## src/rtl/fifo_wr_arbiter.sv

```systemverilog
`default_nettype none
// ============================================================================
//  Module      : fifo_wr_arbiter
//  Description : Round-robin arbiter sharing one fifo write port between
//                NUM_REQ producers. Grants bounded bursts of up to MAX_BURST
//                beats, stalls on fifo_full, muxes the granted data onto the
//                fifo write side.
//  Revision    : 1.0 - initial release
// ============================================================================
module fifo_wr_arbiter #(
    parameter  int NUM_REQ    = 4,
    parameter  int DATA_WIDTH = 8,
    parameter  int MAX_BURST  = 4,
    localparam int ID_WIDTH   = $clog2(NUM_REQ)
) (
    input  logic                          clk,
    input  logic                          rst_n,
    input  logic [NUM_REQ-1:0]            req_valid,
    input  logic [NUM_REQ*DATA_WIDTH-1:0] req_data,
    output logic [NUM_REQ-1:0]            req_ready,
    input  logic                          fifo_full,
    output logic                          wr_en,
    output logic [DATA_WIDTH-1:0]         data_wr,
    output logic [ID_WIDTH-1:0]           grant_id,
    output logic                          busy
);

    localparam int                      c_CNT_WIDTH = $clog2(MAX_BURST + 1);
    localparam logic [c_CNT_WIDTH-1:0]  c_LAST_BEAT = c_CNT_WIDTH'(MAX_BURST - 1);
    // Pointer starts on the last requester so requester 0 wins first
    localparam logic [ID_WIDTH-1:0]     c_PTR_RST   = ID_WIDTH'(NUM_REQ - 1);

    typedef enum logic [0:0] {
        ST_IDLE  = 1'b0,
        ST_GRANT = 1'b1
    } state_t;

    state_t                  r_state;
    state_t                  w_state_next;
    logic [ID_WIDTH-1:0]     r_grant_id;
    logic [ID_WIDTH-1:0]     w_grant_next;
    logic [ID_WIDTH-1:0]     r_last_ptr;
    logic [ID_WIDTH-1:0]     w_last_next;
    logic [c_CNT_WIDTH-1:0]  r_beat_cnt;
    logic [c_CNT_WIDTH-1:0]  w_beat_next;
    logic [ID_WIDTH-1:0]     w_scan_base;
    logic [ID_WIDTH-1:0]     w_scan_idx;
    logic [ID_WIDTH-1:0]     w_winner;
    logic                    w_any_valid;
    logic                    w_beat;
    logic                    w_release;
    logic [DATA_WIDTH-1:0]   w_slice [NUM_REQ];

    // Unpack the flat data bus into one word per requester
    generate
        for (genvar k = 0; k < NUM_REQ; k++) begin : g_slice
            assign w_slice[k] = req_data[k*DATA_WIDTH +: DATA_WIDTH];
        end
    endgenerate

    // While granted, the scan starts after the current owner so that a
    // release re-arbitrates with the owner ranked last; in IDLE it starts
    // after the last released owner.
    assign w_scan_base = (r_state == ST_GRANT) ? r_grant_id : r_last_ptr;
    assign grant_id    = r_grant_id;

    // Round-robin search: first valid requester after the scan base, wrapping
    always_comb begin
        w_winner    = '0;
        w_any_valid = 1'b0;
        w_scan_idx  = '0;
        for (int i = 1; i <= NUM_REQ; i++) begin
            w_scan_idx = ID_WIDTH'((int'(w_scan_base) + i) % NUM_REQ);
            if (!w_any_valid && req_valid[w_scan_idx]) begin
                w_winner    = w_scan_idx;
                w_any_valid = 1'b1;
            end
        end
    end

    // Next-state, burst accounting and write-port mux
    always_comb begin
        w_state_next = r_state;
        w_grant_next = r_grant_id;
        w_last_next  = r_last_ptr;
        w_beat_next  = r_beat_cnt;
        req_ready    = '0;
        wr_en        = 1'b0;
        data_wr      = '0;
        busy         = 1'b0;
        w_beat       = 1'b0;
        w_release    = 1'b0;
        case (r_state)
            ST_IDLE: begin
                if (w_any_valid) begin
                    w_grant_next = w_winner;
                    w_beat_next  = '0;
                    w_state_next = ST_GRANT;
                end
            end
            ST_GRANT: begin
                busy                  = 1'b1;
                req_ready[r_grant_id] = !fifo_full;
                w_beat                = req_valid[r_grant_id] & !fifo_full;
                wr_en                 = w_beat;
                data_wr               = w_slice[r_grant_id];
                // A full fifo never ends a grant: no beat, counter frozen
                w_release = (w_beat && (r_beat_cnt == c_LAST_BEAT)) ||
                            !req_valid[r_grant_id];
                if (w_release) begin
                    w_last_next = r_grant_id;
                    w_beat_next = '0;
                    if (w_any_valid) begin
                        w_grant_next = w_winner;
                    end else begin
                        w_state_next = ST_IDLE;
                    end
                end else if (w_beat) begin
                    w_beat_next = r_beat_cnt + 1'b1;
                end
            end
            default: begin
                w_state_next = ST_IDLE;
            end
        endcase
    end

    // State and arbitration registers
    always_ff @(posedge clk or negedge rst_n) begin
        if (!rst_n) begin
            r_state    <= ST_IDLE;
            r_grant_id <= '0;
            r_last_ptr <= c_PTR_RST;
            r_beat_cnt <= '0;
        end else begin
            r_state    <= w_state_next;
            r_grant_id <= w_grant_next;
            r_last_ptr <= w_last_next;
            r_beat_cnt <= w_beat_next;
        end
    end

endmodule
`default_nettype wire

```

## config.mk

```make
export PLATFORM = sky130hd
export DESIGN_NAME = fifo_wr_arbiter
export DESIGN_NICKNAME = d
export VERILOG_FILES = /design/src/rtl/fifo_wr_arbiter.sv
export SDC_FILE = /design/constraint.sdc
export NUM_CORES = 1
export LEC_CHECK = 0
export CORE_UTILIZATION = 32
export DETAILED_ROUTE_END_ITERATION = 6
export GPL_TIMING_DRIVEN = 0
export PLACE_DENSITY = 0.75
export SYNTH_ARGS = -nofsm -noshare
export SYNTH_HDL_FRONTEND = slang
export SYNTH_SLANG_ARGS = --single-unit
```

## constraint.sdc

```tcl
create_clock -name clk -period 1.7 [get_ports clk]
set_input_delay 0.255 -clock clk [delete_from_list [all_inputs] [get_ports clk]]
set_output_delay 0.255 -clock clk [all_outputs]
set_load 0.005 [all_outputs]
```

Word-level counts from Yosys, hierarchy flattened
Index checks and enable logic that the tools add are counted.
{ "word_totals": {"mem_bits_ro": 0, "mem_count": 0, "latchBits": 0, "wordCells": 75, "out_inout_bits": 16, "ram_bits": 0, "ff_bits": 8} }
{ "classes": {"n_addsub": 5, "bitwise_logic": 4, "n_mul": 0, "n_eq_ne": 4, "n_div": 0, "n_mux": 38, "magnitude_cmp": 7, "n_shift": 0, "reduce_logical": 13} }
{ "ops": {"columns": ["cell", "n"], "rows": [
  ["$mux 8", 3],
  ["$bmux 8 s2", 1],
  ["$lt 2x3->1 const B", 5],
  ["$mux 1", 14],
  ["$mux 2", 7],
  ["$bmux 1 s2", 5],
  ["$mux 3", 3],
  ["$pmux 3 s2", 1],
  ["$logic_and 1x1->1", 5],
  ["$logic_not 1->1", 5],
  ["$add 2x1->2 const B", 2],
  ["$add 2x2->2 const B", 2],
  ["$and 4x4->4", 1],
  ["$mux 4", 1],
  ["$pmux 2 s2", 1],
  ["$reduce_and 2->1", 2],
  ["$add 3x1->3 const B", 1],
  ["$eq 3x2->1 const B", 1],
  ["$ge 3x3->1 const B", 1],
  ["$ne 3x1->1 const B", 1],
  ["$not 2->3", 1],
  ["$demux 1 s2", 1],
  ["$ge 2x1->1 const B", 1],
  ["$ne 2x1->1 const B", 1],
  ["other kinds (5)", 5]
]} }

Longest topological paths before layout
{ "logic_depth": {"word_depth": 17, "depth_mapped": 6} }

Worst setup path before layout
OpenSTA, ideal clock, no wires.
{ "synth_path": {"path_type": "reg-to-reg", "from": "reg r_grant_id[0] (netlist: grant_id[0])", "to": "reg r_beat_cnt[0]", "setup_time_ps": 125, "setup_slack_ps": 63, "stages_incl_launch_ff": 6, "arrival_ps": 1512, "synth_period_minus_slack_ps": 1637, "path_cell_list": "dfrtp_1 -> buf_6 -> mux4_2 -> nand3_2 -> o21ai_4 -> mux2_4"} }
{ "synth_via": {"elab_chain_cells": 16, "elab_cells_between_ends": 34} }
{ "synth_lines": {"columns": ["item", "line_no", "source"], "rows": [
  ["from (decl)", "40", "logic [ID_WIDTH-1:0] r_grant_id;"],
  ["from (signal assigned)", "137", "r_grant_id <= w_grant_next;"],
  ["$mux 2", "64", "assign w_scan_base = (r_state == ST_GRANT) ? r_grant_id : r_last_ptr;"],
  ["$add 2x1->2", "73", "w_scan_idx = ID_WIDTH'((int'(w_scan_base) + i) % NUM_REQ);"],
  ["$bmux 1 s2", "74", "if (!w_any_valid && req_valid[w_scan_idx]) begin"],
  ["$mux 1 (not written as such)", "74", null],
  ["$mux 1", "74", null],
  ["$logic_not 1->1", "74", null],
  ["$logic_and 1x1->1", "74", null],
  ["$mux 1", "74", null],
  ["$logic_not 1->1", "74", null],
  ["$logic_and 1x1->1", "74", null],
  ["$mux 1", "74", null],
  ["$logic_not 1->1", "74", null],
  ["$logic_and 1x1->1", "74", null],
  ["$mux 1", "74", null],
  ["$ne 2x2->1 (no line)", null, null],
  ["$reduce_and 2->1 (no line)", null, null],
  ["to (signal assigned)", "139", "r_beat_cnt <= w_beat_next;"],
  ["to (decl)", "44", "logic [c_CNT_WIDTH-1:0] r_beat_cnt;"]
]} }
Several ways; a longest one is shown, not always the timed one. The select of a mux whose other input is x is not followed.
A chain may end at the register's enable or synchronous reset.

Worst setup path in the final report
{ "layout_path": {"from": "reg r_grant_id[0] (netlist: grant_id[0])", "to": "out data_wr[6]"} }
{ "layout_via": {"elab_chain_cells": 5} }
{ "layout_lines": {"columns": ["item", "line_no", "source"], "rows": [
  ["$not 2->3 (not written as such)", "106", "data_wr = w_slice[r_grant_id];"],
  ["$bmux 8 s2", "106", null],
  ["$mux 8 (not written as such) (2 in a row)", "106", null],
  ["$mux 8", "93", "case (r_state)"],
  ["to (decl)", "23", "output logic [DATA_WIDTH-1:0] data_wr,"]
]} }
Every way passes these cells. The select of a mux whose other input is x is not followed.

==> metrics.log <==
[metrics] outcome: complete, but fails checks
[metrics] failing checks: negative setup slack
[metrics] worst-case clock buffer depth: 2
[metrics] warning count from the yosys run: 0
[metrics] Setup violations, final: 16
[metrics] first-pass GRT wire length: ~3700 um
[metrics] commonest non-fill, non-tap cell in the layout: sky130_fd_sc_hd__clkdlybuf4s50_1
[metrics] pin count of the biggest net entering global routing: 11
[metrics] count of maximum capacitance violations: 0
[metrics] area of the core region: approximately 0.0025 mm2
[metrics] sequential share of the synthesized area: 0.240
[metrics] RSZ-0062 raised after global routing: true
[metrics] average size of a mapped cell: between 10 and 15 um2
[metrics] area fraction in compound gates after synthesis: 0.105
[metrics] proportion of synthesized area in mux cells: 0.370
[metrics] unique cell type count in the Yosys netlist: 33
[metrics] initial antenna violation count: 0
[metrics] # DRC: 0
[metrics] top library cells by usage in the layout, fill and taps aside: sky130_fd_sc_hd__clkdlybuf4s50_1 (41), sky130_fd_sc_hd__buf_4 (10), sky130_fd_sc_hd__mux4_2 (9), sky130_fd_sc_hd__buf_6 (8), sky130_fd_sc_hd__buf_2 (8)
[metrics] min Tclk post-route: between 1.5 and 2 ns
[metrics] Die Outline Area: ~0.0028 mm2
[metrics] Final Hold Viols: 0
[metrics] HPWL reported at the end of detailed placement: between 1500 and 2000 um
[metrics] setup slack of the critical path after layout: -0.272 ns
[metrics] Seq cells post-synth: 8
[metrics] clock latency of the later-clocked register in the worst-skew pair: ~0.25 ns
[metrics] Final Total Pwr: between 2 and 2.5 mW
[metrics] DR WL met3: between 300 and 400 um
[metrics] cell at the root of the clock tree: sky130_fd_sc_hd__clkbuf_4
[metrics] highest metal layer with signal wires: met4
[metrics] height of the chip: roughly 53 um
[metrics] number of H-tree levels: 1
[metrics] Routed met1 length: just over 900 um
[metrics] DRT Wirelength: ~2700 um
[metrics] routed length on met2: approximately 1400 um
[metrics] static leakage power: 0.691 nW
[metrics] ANT nets after route: 0
[metrics] headroom to the max-slew limit: 0.717
[metrics] endpoint of the lowest-slack register-to-register path: r_beat_cnt[0]
[metrics] NumNets Final: around 190
[metrics] synthesis-to-finish area growth: 88.4%
[metrics] area fraction in and, or, nand and nor cells after synthesis: 0.190
[metrics] I/O Pins: 55
[metrics] maximum operating frequency: a little over 0.5 GHz
[metrics] post-synth design cell area: 845 um2
[metrics] Fin Setup TNS: -2.95 ns
[metrics] clock-pin slew on the worst setup and hold paths: around 0.060 ns
[metrics] number of vias per cell: between 5 and 6
[metrics] Worst Path Max Fanout: 7
[metrics] vias in the first global route: approximately 840
[metrics] worst reg2reg path depth: 7
[metrics] TritonCTS clock tree: done
[metrics] num rows: 18
[metrics] setup slack of the worst register-to-register path: -0.19 ns
[metrics] PortBufs: 54
[metrics] PwrDens: 1400 mW/mm2
[metrics] category of the worst setup path capture point: primary output
[metrics] Period Utilization, post-route: 1.16
[metrics] fraction of final layout cells with drive strength greater than 1: 0.469
[metrics] Critical Path Source Type: flip-flop
[metrics] Crit Path Class: reg -> out
[metrics] number of flops mapped to enable cells by yosys: 0
[metrics] skew final: 0.00923 ns
[metrics] All-Layer GR Usage: 0.178
[metrics] number of CTS-inserted buffers: 3
[metrics] largest voltage drop on the vdd net: approximately 0.0008 V
[metrics] number of fillers in the final layout: 200
[metrics] count of final max-slew check failures: 0
[metrics] count of TritonRoute iterations in the first routing pass: 4
[metrics] Initial Util: 0.341
[metrics] endpoint required time on the critical path: ~1.4 ns
[metrics] worst hold margin: approximately 0.28 ns
[metrics] total inserted antenna cells: 0
[metrics] worst slew pin tran: between 0.4 and 0.5 ns
[metrics] total clock sinks: 8
[metrics] dominant combinational cell family by area after synthesis: multiplexers
[metrics] Min-Delay Path Class: in -> async
[metrics] nets in the synthesized netlist: around 120
[metrics] Async S/R FF share, synth: 1.00
[metrics] x dimension of the die: 53.4 um
[metrics] number of DRC markers after the initial detailed-route iteration: 8
[metrics] vias post-DR: between 800 and 900
[metrics] arrival time at the worst endpoint: 1.72 ns
[metrics] most common flop cell mapped by yosys: sky130_fd_sc_hd__dfrtp_1
[metrics] average wire per standard cell: 15.4 um
[metrics] startpoint of the most critical register-to-register path: grant_id[0]
[metrics] Post-Synthesis Cells: 74
[metrics] share of the synthesized netlist area taken by xor and xnor gates: 0
[metrics] routability congestion estimate from global placement: a little over 0.7
[metrics] Adder-Cell Fraction of Synth Area: 0.0296
[metrics] leftover overflow at the end of global routing: 0
[final cells by class]
type	instances	area [um2]	area share
clock buffers	4	26.3	0.0165
plain buffers	6	60.1	0.0377
inverters	4	15.0	0.00943
well taps	30	37.5	0.0236
repair buffers	66	602	0.378
multi-input cells	55	647	0.406
flip-flops and latches	8	204	0.128
[through the flow]
step,setup slack [ns],cell area [um2],util,cells
floorplan,0.0628,845,-,74
global placement,-0.569,1420,0.574,158
detailed placement,-0.602,1420,0.574,158
CTS,-0.295,1550,0.626,169
global route,-0.333,1590,0.642,173
finish,-0.272,1590,0.642,173
[Yosys cell counts (2+ instances only)]
library cell | n | area share
sky130_fd_sc_hd__buf_2 | 2 | 0.012
sky130_fd_sc_hd__o21ai_0 | 2 | 0.012
sky130_fd_sc_hd__mux2i_1 | 2 | 0.024
sky130_fd_sc_hd__mux2_2 | 3 | 0.040
sky130_fd_sc_hd__a21oi_1 | 2 | 0.012
sky130_fd_sc_hd__and2_1 | 8 | 0.059
sky130_fd_sc_hd__mux2_4 | 3 | 0.053
sky130_fd_sc_hd__nor3b_1 | 2 | 0.018
sky130_fd_sc_hd__nor2_1 | 3 | 0.013
sky130_fd_sc_hd__dfrtp_1 | 6 | 0.18
sky130_fd_sc_hd__ha_1 | 2 | 0.030
sky130_fd_sc_hd__nand2b_1 | 3 | 0.022
sky130_fd_sc_hd__nor2b_1 | 2 | 0.015
sky130_fd_sc_hd__nand3_2 | 2 | 0.024
sky130_fd_sc_hd__mux4_2 | 6 | 0.16
sky130_fd_sc_hd__clkbuf_1 | 3 | 0.013
sky130_fd_sc_hd__mux4_1 | 3 | 0.093
sky130_fd_sc_hd__inv_1 | 4 | 0.018
sky130_fd_sc_hd__dfstp_2 | 2 | 0.062
[worst max-delay path, stage by stage (launching register included)]
cell,delay (ns)
sky130_fd_sc_hd__dfrtp_1,0.37
sky130_fd_sc_hd__buf_6,0.13
sky130_fd_sc_hd__buf_8,0.10
sky130_fd_sc_hd__buf_6,0.10
sky130_fd_sc_hd__mux4_2,0.50
sky130_fd_sc_hd__and2_4,0.16
sky130_fd_sc_hd__buf_6,0.11
[worst max path at each step]
stage	startpoint	end	slack, ns	cells after the start
final	grant_id[0]	data_wr[6]	-0.27	6
after global routing	grant_id[0]	data_wr[6]	-0.33	6
after CTS	grant_id[0]	data_wr[6]	-0.29	6
after detailed placement	grant_id[1]	data_wr[5]	-0.60	5
after global placement	grant_id[1]	data_wr[5]	-0.57	5
after floorplan	grant_id[0]	r_beat_cnt[0]	0.06	5
[flip-flops by register name (all words and copies together) (netlist names)]
name,count
r_beat_cnt,3
grant_id,2
r_last_ptr,2
r_state,1
[cell families (layout without fill, tap and decap cells)]
| family | count (synthesis) | after routing |
|---|---|---|
| and+or+nand+nor | 25 | 25 |
| muxes | 17 | 17 |
| AOI/OAI and AO/OA | 11 | 11 |
| buffers and inverters | 11 | 80 |
| DFF | 8 | 8 |
| adders and majority gates | 2 | 2 |
[timing repair]
| item | 4_1_cts | 5_1_grt |
|---|---|---|
| endpoints found under the setup margin | 19 | 18 |
| gates resized for setup | 69 | 15 |
| buffers inserted | 8 | 5 |
| pin swaps | 8 | 3 |
| hold buffers | 0 | 0 |
[report_power, final]
| group | internal [mW] | switching, mW | leakage (nW) | total [mW] |
|---|---|---|---|---|
| combinational | 1.11 | 0.586 | 0.584 | 1.69 |
| sequential | 0.288 | 0.0879 | 0.0919 | 0.376 |
| clock | 0.0897 | 0.0641 | 0.0150 | 0.154 |
[routing by layer]
metal  vias to the layer above  global-route usage
met2                        44               0.363
met3                         2              0.0431
met5                         -                   0
met4                         0              0.0307
met1                       409               0.176
li1                        418                   -
(Power assumes the default switching activity.)
